==> config.mk <==
export PLATFORM = sky130hd
export DESIGN_NAME = wb_arbiter
export DESIGN_NICKNAME = d
export VERILOG_FILES = /design/src/rtl/wb_arbiter.sv
export SDC_FILE = /design/constraint.sdc
export NUM_CORES = 1
export LEC_CHECK = 0
export BUFFER_PORTS_ARGS = -buffer_cell sky130_fd_sc_hd__buf_2
export CELL_PAD_IN_SITES_DETAIL_PLACEMENT = 1
export CELL_PAD_IN_SITES_GLOBAL_PLACEMENT = 1
export CORE_MARGIN = 2
export CORE_UTILIZATION = 37
export CTS_CLUSTER_DIAMETER = 40
export CTS_CLUSTER_SIZE = 10
export DETAILED_ROUTE_END_ITERATION = 10
export GPL_ROUTABILITY_DRIVEN = 1
export PLACE_DENSITY = 0.87
export SETUP_SLACK_MARGIN = 0.02
export SYNTH_ARGS = -nofsm -noshare
export SYNTH_HDL_FRONTEND = slang
export SYNTH_SLANG_ARGS = --single-unit
==> constraint.sdc <==
create_clock -name clk -period 2.42 [get_ports clk]
set_input_delay 0.121 -clock clk [delete_from_list [all_inputs] [get_ports clk]]
set_output_delay 0.121 -clock clk [all_outputs]
set_load 0.05 [all_outputs]
==> src/rtl/wb_arbiter.sv <==
// Register-file write-port arbiter between the WB stage and a buffered multi-cycle result,
// with a destination scoreboard. Define WB_ARB_STATS_EN to enable the conflict_cnt counter.
module wb_arbiter #(
   parameter int unsigned STARVE_MAX = 4
) (
   input  logic        clk,
   input  logic        rst,
   input  logic        p_wb_en,
   input  logic [4:0]  p_rd,
   input  logic [31:0] p_data,
   input  logic        m_valid,
   input  logic [4:0]  m_rd,
   input  logic [31:0] m_data,
   output logic        m_ready,
   input  logic        issue_en,
   input  logic [4:0]  issue_rd,
   input  logic [4:0]  rs1_index,
   input  logic [4:0]  rs2_index,
   input  logic        dec_we,
   input  logic [4:0]  dec_rd,
   output logic        stall,
   output logic        wb_hold,
   output logic        wb_en,
   output logic [4:0]  rd_index,
   output logic [31:0] wb_data,
   output logic [15:0] conflict_cnt
);

   localparam logic [3:0] StarveMax = 4'(STARVE_MAX);

   logic        buf_valid_q, buf_valid_d;
   logic [4:0]  buf_rd_q, buf_rd_d;
   logic [31:0] buf_data_q, buf_data_d;
   logic [31:0] pending_q, pending_d;
   logic [3:0]  starve_q, starve_d;

   logic p_write;
   logic drain;
   logic accept;
   logic load;

   always_comb begin
      p_write = p_wb_en && (p_rd != 5'd0);
      wb_hold = buf_valid_q && (starve_q >= StarveMax);
      drain   = buf_valid_q && (!p_write || wb_hold);
      m_ready = !buf_valid_q || drain;
      accept  = m_valid && m_ready;
      load    = accept && (m_rd != 5'd0);
   end

   // Write-port mux: a draining buffer always owns the port.
   always_comb begin
      wb_en    = 1'b0;
      rd_index = 5'd0;
      wb_data  = 32'd0;
      if (drain) begin
         wb_en    = 1'b1;
         rd_index = buf_rd_q;
         wb_data  = buf_data_q;
      end else if (p_write) begin
         wb_en    = 1'b1;
         rd_index = p_rd;
         wb_data  = p_data;
      end
   end

   always_comb begin
      buf_valid_d = buf_valid_q;
      buf_rd_d    = buf_rd_q;
      buf_data_d  = buf_data_q;
      if (load) begin
         buf_valid_d = 1'b1;
         buf_rd_d    = m_rd;
         buf_data_d  = m_data;
      end else if (drain) begin
         buf_valid_d = 1'b0;
      end
   end

   always_comb begin
      starve_d = 4'd0;
      if (buf_valid_q && !drain && (starve_q != 4'hF)) begin
         starve_d = starve_q + 4'd1;
      end else if (buf_valid_q && !drain) begin
         starve_d = starve_q;
      end
   end

   // Clear first so a same-cycle issue to the draining index keeps its bit set.
   always_comb begin
      pending_d = pending_q;
      if (drain) begin
         pending_d[buf_rd_q] = 1'b0;
      end
      if (issue_en && (issue_rd != 5'd0)) begin
         pending_d[issue_rd] = 1'b1;
      end
      pending_d[0] = 1'b0;
   end

   always_comb begin
      stall = ((rs1_index != 5'd0) && pending_q[rs1_index]) ||
              ((rs2_index != 5'd0) && pending_q[rs2_index]) ||
              (dec_we && (dec_rd != 5'd0) && pending_q[dec_rd]);
   end

   always_ff @(posedge clk) begin
      if (rst) begin
         buf_valid_q <= 1'b0;
         buf_rd_q    <= 5'd0;
         buf_data_q  <= 32'd0;
         pending_q   <= 32'd0;
         starve_q    <= 4'd0;
      end else begin
         buf_valid_q <= buf_valid_d;
         buf_rd_q    <= buf_rd_d;
         buf_data_q  <= buf_data_d;
         pending_q   <= pending_d;
         starve_q    <= starve_d;
      end
   end

`ifdef WB_ARB_STATS_EN
   logic [15:0] conflict_q, conflict_d;

   always_comb begin
      conflict_d = conflict_q;
      if (buf_valid_q && !drain && (conflict_q != 16'hFFFF)) begin
         conflict_d = conflict_q + 16'd1;
      end
   end

   always_ff @(posedge clk) begin
      if (rst) begin
         conflict_q <= 16'd0;
      end else begin
         conflict_q <= conflict_d;
      end
   end

   assign conflict_cnt = conflict_q;
`else
   assign conflict_cnt = 16'h0000;
`endif

endmodule

## After elaboration in Yosys (flattened, before gate mapping)

Cells that the tools add are included.

| word-level totals | value |
|---|---|
| output and inout bits | 57 |
| latch bits | 0 |
| input port bits | 100 |
| bits in read-only memories | 0 |
| bits in registers | 74 |
| bits in writable memories | 0 |
| memories | 0 |
| logic and storage cells | 70 |

| cells by class | value |
|---|---|
| add/subtract/negate cells | 1 |
| reductions and logical operators | 28 |
| order comparisons | 8 |
| multiplexer cells | 22 |
| shift-type cells | 0 |
| bitwise gates (word level) | 3 |
| multipliers | 0 |
| equality and inequality tests | 2 |
| div/mod/pow operators | 0 |

Operators by type and width:

| cell | number |
|---|---|
| 2-to-1 mux 32 bit | 4 |
| AND 32 bit | 1 |
| inverter 32 bit | 1 |
| bitwise OR 32 bit | 1 |
| < comparator 5 x 6 -> 1 bit (second input constant) | 5 |
| nonzero test 5 bit | 6 |
| binary-select mux 1 bit (select 5 bit) | 3 |
| logical AND 1 bit | 14 |
| demux 1 bit (select 5 bit) | 2 |
| greater-or-equal comparator 5 x 1 -> 1 bit (second input constant) | 2 |
| 2-to-1 mux 5 bit | 2 |
| 2-to-1 mux 1 bit | 9 |
| 2-to-1 mux 4 bit | 2 |
| adder 4 x 1 -> 4 bit (second input constant) | 1 |
| greater-or-equal comparator 4 x 3 -> 1 bit (second input constant) | 1 |
| logical OR 1 bit | 4 |
| != test 4 bit (second input constant) | 1 |
| zero test 1 bit | 3 |
| != test 2 x 1 -> 1 bit (second input constant) | 1 |
| nonzero test 2 bit | 1 |

## Logic depth before layout (Yosys ltp)

| depth | value |
|---|---|
| depth after elaboration | 9 |
| depth in mapped cells | 8 |
| mapped depth without buffers | 5 |

## Least setup slack after synthesis

Ideal clock, no wire load.

| timing path | value |
|---|---|
| path type | flip-flop to output port |
| start | register starve_q[2] |
| end | output wb_data[17] |
| buffers on the path | 2 |
| data arrival time | 2.351 ns |
| cell stages (with the launch flop) | 7 |
| path slack | -0.052 ns |
| cell sequence | dfxtp_1 > o21ai_0 > o211ai_1 > and2_1 > buf_2 > buf_2 > o21ai_0 |

| on the way | value |
|---|---|
| longest elaborated chain between the ends | 5 |

RTL lines:

| item | RTL line | source |
|---|---|---|
| start: declaration | 35 | `logic [3:0] starve_q, starve_d;` |
| start signal: assignment | 119 | `starve_q <= starve_d;` |
| greater-or-equal comparator 4 x 3 -> 1 bit | 44 | `wb_hold = buf_valid_q && (starve_q >= StarveMax);` |
| logical AND 1 bit | 44 |  |
| logical OR 1 bit | 45 | `drain = buf_valid_q && (!p_write \|\| wb_hold);` |
| logical AND 1 bit | 45 |  |
| 2-to-1 mux 32 bit | 56 | `if (drain) begin` |
| end: declaration | 25 | `output logic [31:0] wb_data,` |

No other way between the ends.

## Worst setup path in the final report

| timing path | value |
|---|---|
| start | register pending_q[11] |
| end | output stall |

| on the way | value |
|---|---|
| longest elaborated chain between the ends | 5 |
| elaborated cells on any way between the ends | 11 |
| classes of those cells | 6 x mux; 5 x reduce/logical |

RTL lines:

| item | RTL line | source |
|---|---|---|
| start: declaration | 34 | `logic [31:0] pending_q, pending_d;` |
| start signal: assignment | 118 | `pending_q <= pending_d;` |
| binary-select mux 1 bit (select 5 bit), on equally long branches | 102, 103 |  |
| 2-to-1 mux 1 bit, on equally long branches | 102, 103 |  |
| logical AND 1 bit, on equally long branches | 102, 103 |  |
| logical OR 1 bit | 102 | `stall = ((rs1_index != 5'd0) && pending_q[rs1_index]) \|\|` |
| logical OR 1 bit * | 103 | `((rs2_index != 5'd0) && pending_q[rs2_index]) \|\|` |
| end: declaration | 21 | `output logic stall,` |

Mark *: on every way between the ends. The rest lies on a longest branch, timed or not. The select of a mux whose other input is x is not followed.

==> flow_results.xml <==
<?xml version="1.0" encoding="UTF-8"?>
<metrics>
  <group name="run_status">
    <metric name="status" unit="">finished clean</metric>
  </group>
  <group name="grt">
    <metric name="grt_pass1_wl" unit="um">22800</metric>
    <metric name="overflow_after_grt" unit="">0</metric>
    <metric name="grt_util_all_layers" unit="">0.235</metric>
    <metric name="grt_antenna_before_repair" unit="">1</metric>
    <metric name="grt_max_degree" unit="">44</metric>
    <metric name="grt_pass1_vias" unit="">4294</metric>
  </group>
  <group name="critical_path">
    <metric name="critical_path.endpoint_type" unit="">primary output</metric>
    <metric name="arrival_time_at_the_worst_endpoint" unit="ps">2210</metric>
    <metric name="cp-start-kind" unit="">register</metric>
    <metric name="worst-r2r-setup-slack" unit="ps">600</metric>
    <metric name="cp_class" unit="">register to primary output</metric>
    <metric name="worst_ep_required_time" unit="ps">2300</metric>
    <metric name="critical_path.max_fanout" unit="">4</metric>
  </group>
  <group name="floorplanning">
    <metric name="die-width" unit="um">112</metric>
    <metric name="num_io_pins" unit="">157</metric>
    <metric name="die_height" unit="um">112</metric>
    <metric name="row_count" unit="">39</metric>
    <metric name="floorplan.die_area" unit="um^2">12400</metric>
    <metric name="initial_core_util" unit="">0.376</metric>
    <metric name="placeableCoreArea" unit="um^2">11400</metric>
  </group>
  <group name="synthesis">
    <metric name="synth_seq_cells" unit="">73</metric>
    <metric name="yosys_most_used_dff" unit="">dfxtp_1</metric>
    <metric name="synth-adder-area-share" unit="">0.00292</metric>
    <metric name="largest_family_of_logic_cells_by_synthesized_area" unit="">multiplexers</metric>
    <metric name="synth.largest_area_cell" unit="">dfxtp_1</metric>
    <metric name="ys_top_cells_by_count" unit="">dfxtp_1 (73), mux2i_1 (48), nor2_1 (41)</metric>
    <metric name="yosys.cell_count.top_type" unit="">dfxtp_1</metric>
    <metric name="post_synth_edffs" unit="">0</metric>
    <metric name="post_synth_num_cell_types" unit="">48</metric>
    <metric name="synth.mux.area_fraction" unit="">0.218</metric>
    <metric name="yosysWarningCount" unit="">0</metric>
    <metric name="synth_compound_gate_area_share" unit="">0.193</metric>
    <metric name="netlist_top_cells_area" unit="">dfxtp_1 (34%), mux2i_1 (11%), mux4_2 (9.5%)</metric>
    <metric name="yosys.area_share.xor_xnor" unit="">0.00205</metric>
    <metric name="post_synth_and_or_nand_nor_area_fraction" unit="">0.160</metric>
    <metric name="synth.cell_area" unit="um^2">4280</metric>
    <metric name="async_flop_share" unit="">0</metric>
    <metric name="ys_seq_area_frac" unit="">0.342</metric>
    <metric name="synth_top_cell_area_share" unit="">0.342</metric>
    <metric name="synthesis.area_per_instance" unit="um^2">9.68</metric>
    <metric name="netlist_instances" unit="">442</metric>
  </group>
  <group name="timing">
    <metric name="period_needed" unit="ps">2330</metric>
    <metric name="setup_viol" unit="">0</metric>
    <metric name="finalCritPeriodShare" unit="">0.963</metric>
    <metric name="final_hold_viols" unit="">0</metric>
    <metric name="max_clock_skew" unit="ps">9.12</metric>
    <metric name="achievable-frequency" unit="GHz">0.429</metric>
    <metric name="timing.slew.headroom" unit="">0.579</metric>
    <metric name="grt_setup_unrepaired" unit="">no</metric>
    <metric name="slew_violations" unit="">0</metric>
    <metric name="worst-slew-pin-transition" unit="ps">631</metric>
    <metric name="finalSetupTns" unit="ps">0</metric>
  </group>
  <group name="pwr">
    <metric name="p_per_area" unit="nW/um^2">637</metric>
    <metric name="p_comb_frac" unit="">0.221</metric>
    <metric name="switching_power" unit="uW">1090</metric>
    <metric name="p_sw_frac" unit="">0.321</metric>
    <metric name="fin_total_pwr" unit="uW">3390</metric>
    <metric name="share_seq_of_total_power" unit="">0.383</metric>
    <metric name="power.internal" unit="uW">2300</metric>
    <metric name="power.leakage" unit="uW">0.00229</metric>
    <metric name="ir_worst_vdd" unit="mV">0.499</metric>
    <metric name="pwr-share-clk" unit="">0.396</metric>
  </group>
  <group name="cts">
    <metric name="tritoncts_clock_tree" unit="">done</metric>
    <metric name="postCtsSetupRepairBufs" unit="">0</metric>
    <metric name="cts_num_sinks" unit="">73</metric>
    <metric name="clock_tree.htree_level_count" unit="">3</metric>
    <metric name="worst_skew_pair.late_latency" unit="ps">340</metric>
    <metric name="cts.hold.buffers_added" unit="">0</metric>
    <metric name="clockRootBuffer" unit="">clkbuf_16</metric>
    <metric name="clk_pin_slew" unit="ps">60</metric>
    <metric name="clk_path_buf_depth" unit="">2</metric>
    <metric name="total_clock_buffers_created_by_cts" unit="">9</metric>
  </group>
  <group name="placed_design">
    <metric name="dpl.hpwl" unit="um">11100</metric>
    <metric name="port-buffer-count" unit="">140</metric>
    <metric name="globalplace.congestion" unit="">0.892</metric>
    <metric name="placedInstanceArea" unit="um^2">5020</metric>
  </group>
  <group name="drt">
    <metric name="drt-pass1-iter-count" unit="">4</metric>
    <metric name="drt_iter0_drc" unit="">266</metric>
    <metric name="drc" unit="">0</metric>
    <metric name="postRouteAntennaNets" unit="">0</metric>
    <metric name="detailroute.via_count" unit="">4053</metric>
    <metric name="routed_wl" unit="um">14600</metric>
    <metric name="drt-wirelength-per-cell" unit="um">20.4</metric>
    <metric name="via_per_inst" unit="">5.64</metric>
  </group>
  <group name="final_layout">
    <metric name="final_layout_size_suffix_gt1_frac" unit="">0.338</metric>
    <metric name="area_growth" unit="%">24.2</metric>
    <metric name="fillCellCount" unit="">1334</metric>
    <metric name="finish.instance_area" unit="um^2">5310</metric>
    <metric name="nets" unit="">670</metric>
  </group>
  <group name="hold_path">
    <metric name="min-delay-path-class" unit="">input port to register</metric>
  </group>
  <group name="job">
    <metric name="cap_viol_max_count" unit="">0</metric>
  </group>
</metrics>
[path summary, 6_finish.rpt]
kind	start	endpoint	cells past startpoint
setup reg to reg	starve_q[2]	pending_q[23]	6
hold / removal	m_data[27]	buf_data_q[27]	3
hold reg to reg	buf_data_q[27]	buf_data_q[27]	2
setup / recovery	pending_q[11]	stall	5
[what timing repair did]
item | in CTS | in global routing
setup endpoints to repair | 2 | 1
hold endpoints to repair | 0 | 0
resized for setup | 1 | 3
cloned | 0 | 0
pin swaps | 0 | 0
[stage by stage]
stage	utilization	hold WS, ps	instances	setup slack, ps
after detailed placement	0.441	364	701	269
after global placement	0.441	355	701	351
final	0.467	12.5	718	89.3
after CTS	0.467	2.17	717	51.2
after global routing	0.467	13.7	718	28.6
after floorplan	-	264	458	-51.7
[sequential cells by signal, indices dropped and copies added, names as in the netlist]
register / count
buf_rd_q: 5
pending_q: 31
buf_valid_q: 1
buf_data_q: 32
starve_q: 4
[critical path, stage by stage (launching register included)]
cell and delay, ps:
dfxtp_1 370, mux4_2 500, mux4_2 490, o2111ai_1 200, nand4_1 130, buf_6 180
[metal layers]
layer	GRT usage	part of all wire
met2	0.399	0.49
met3	0.0789	0.084
met1	0.272	0.40
met4	0.100	0.029
met5	0	0
[cell usage in the layout (no fill, tap or decap), drive strengths merged, types with 2 or more instances in the layout]
cell type,instances
mux2,4
a21oi,2
nand4,8
nor3,7
a22o,30
o211ai,17
o2111ai,2
o21ai,29
or4,2
clkinv,3
dfxtp,73
nand3,12
or3,2
nor4b,4
a32o,15
mux2i,48
or2,2
conb,17
clkbuf,11
buf,149
nand3b,2
nand2,35
nor2b,8
inv,9
nand2b,4
nor2,41
a311oi,2
mux4,18
and2,3
[power by group through the flow]
stage	registers, uW	logic, uW	clock network, uW
floorplan	1300	564	0
global placement	1320	722	0
detailed placement	1320	740	0
CTS	1300	745	1360
global route	1300	793	1410
finish	1300	747	1340
[area by class of cell]
cell class / instances / area, um^2 / share of cell area
Tap cell: 143 / 179 / 0.0337
Clock inverter: 5 / 56.3 / 0.0106
Antenna cell: 1 / 2.50 / 0.000471
Inverter: 9 / 33.8 / 0.00636
Timing Repair Buffer: 149 / 815 / 0.153
Sequential cell: 73 / 1460 / 0.275
Multi-Input combinational cell: 327 / 2530 / 0.477
Clock buffer: 11 / 233 / 0.0438
[cells by family (layout without fill, tap and decap cells)]
logic type | after synthesis | count (layout)
other | 1 | 18
multiplexers | 70 | 70
flip-flops | 73 | 73
AND/OR/NAND/NOR | 131 | 131
adder cells (fa/ha/maj) | 1 | 1
AO/OA/AOI/OAI | 107 | 107
buffers and inverters | 58 | 174
XOR/XNOR | 1 | 1
Power figures use the tool's default switching activity.
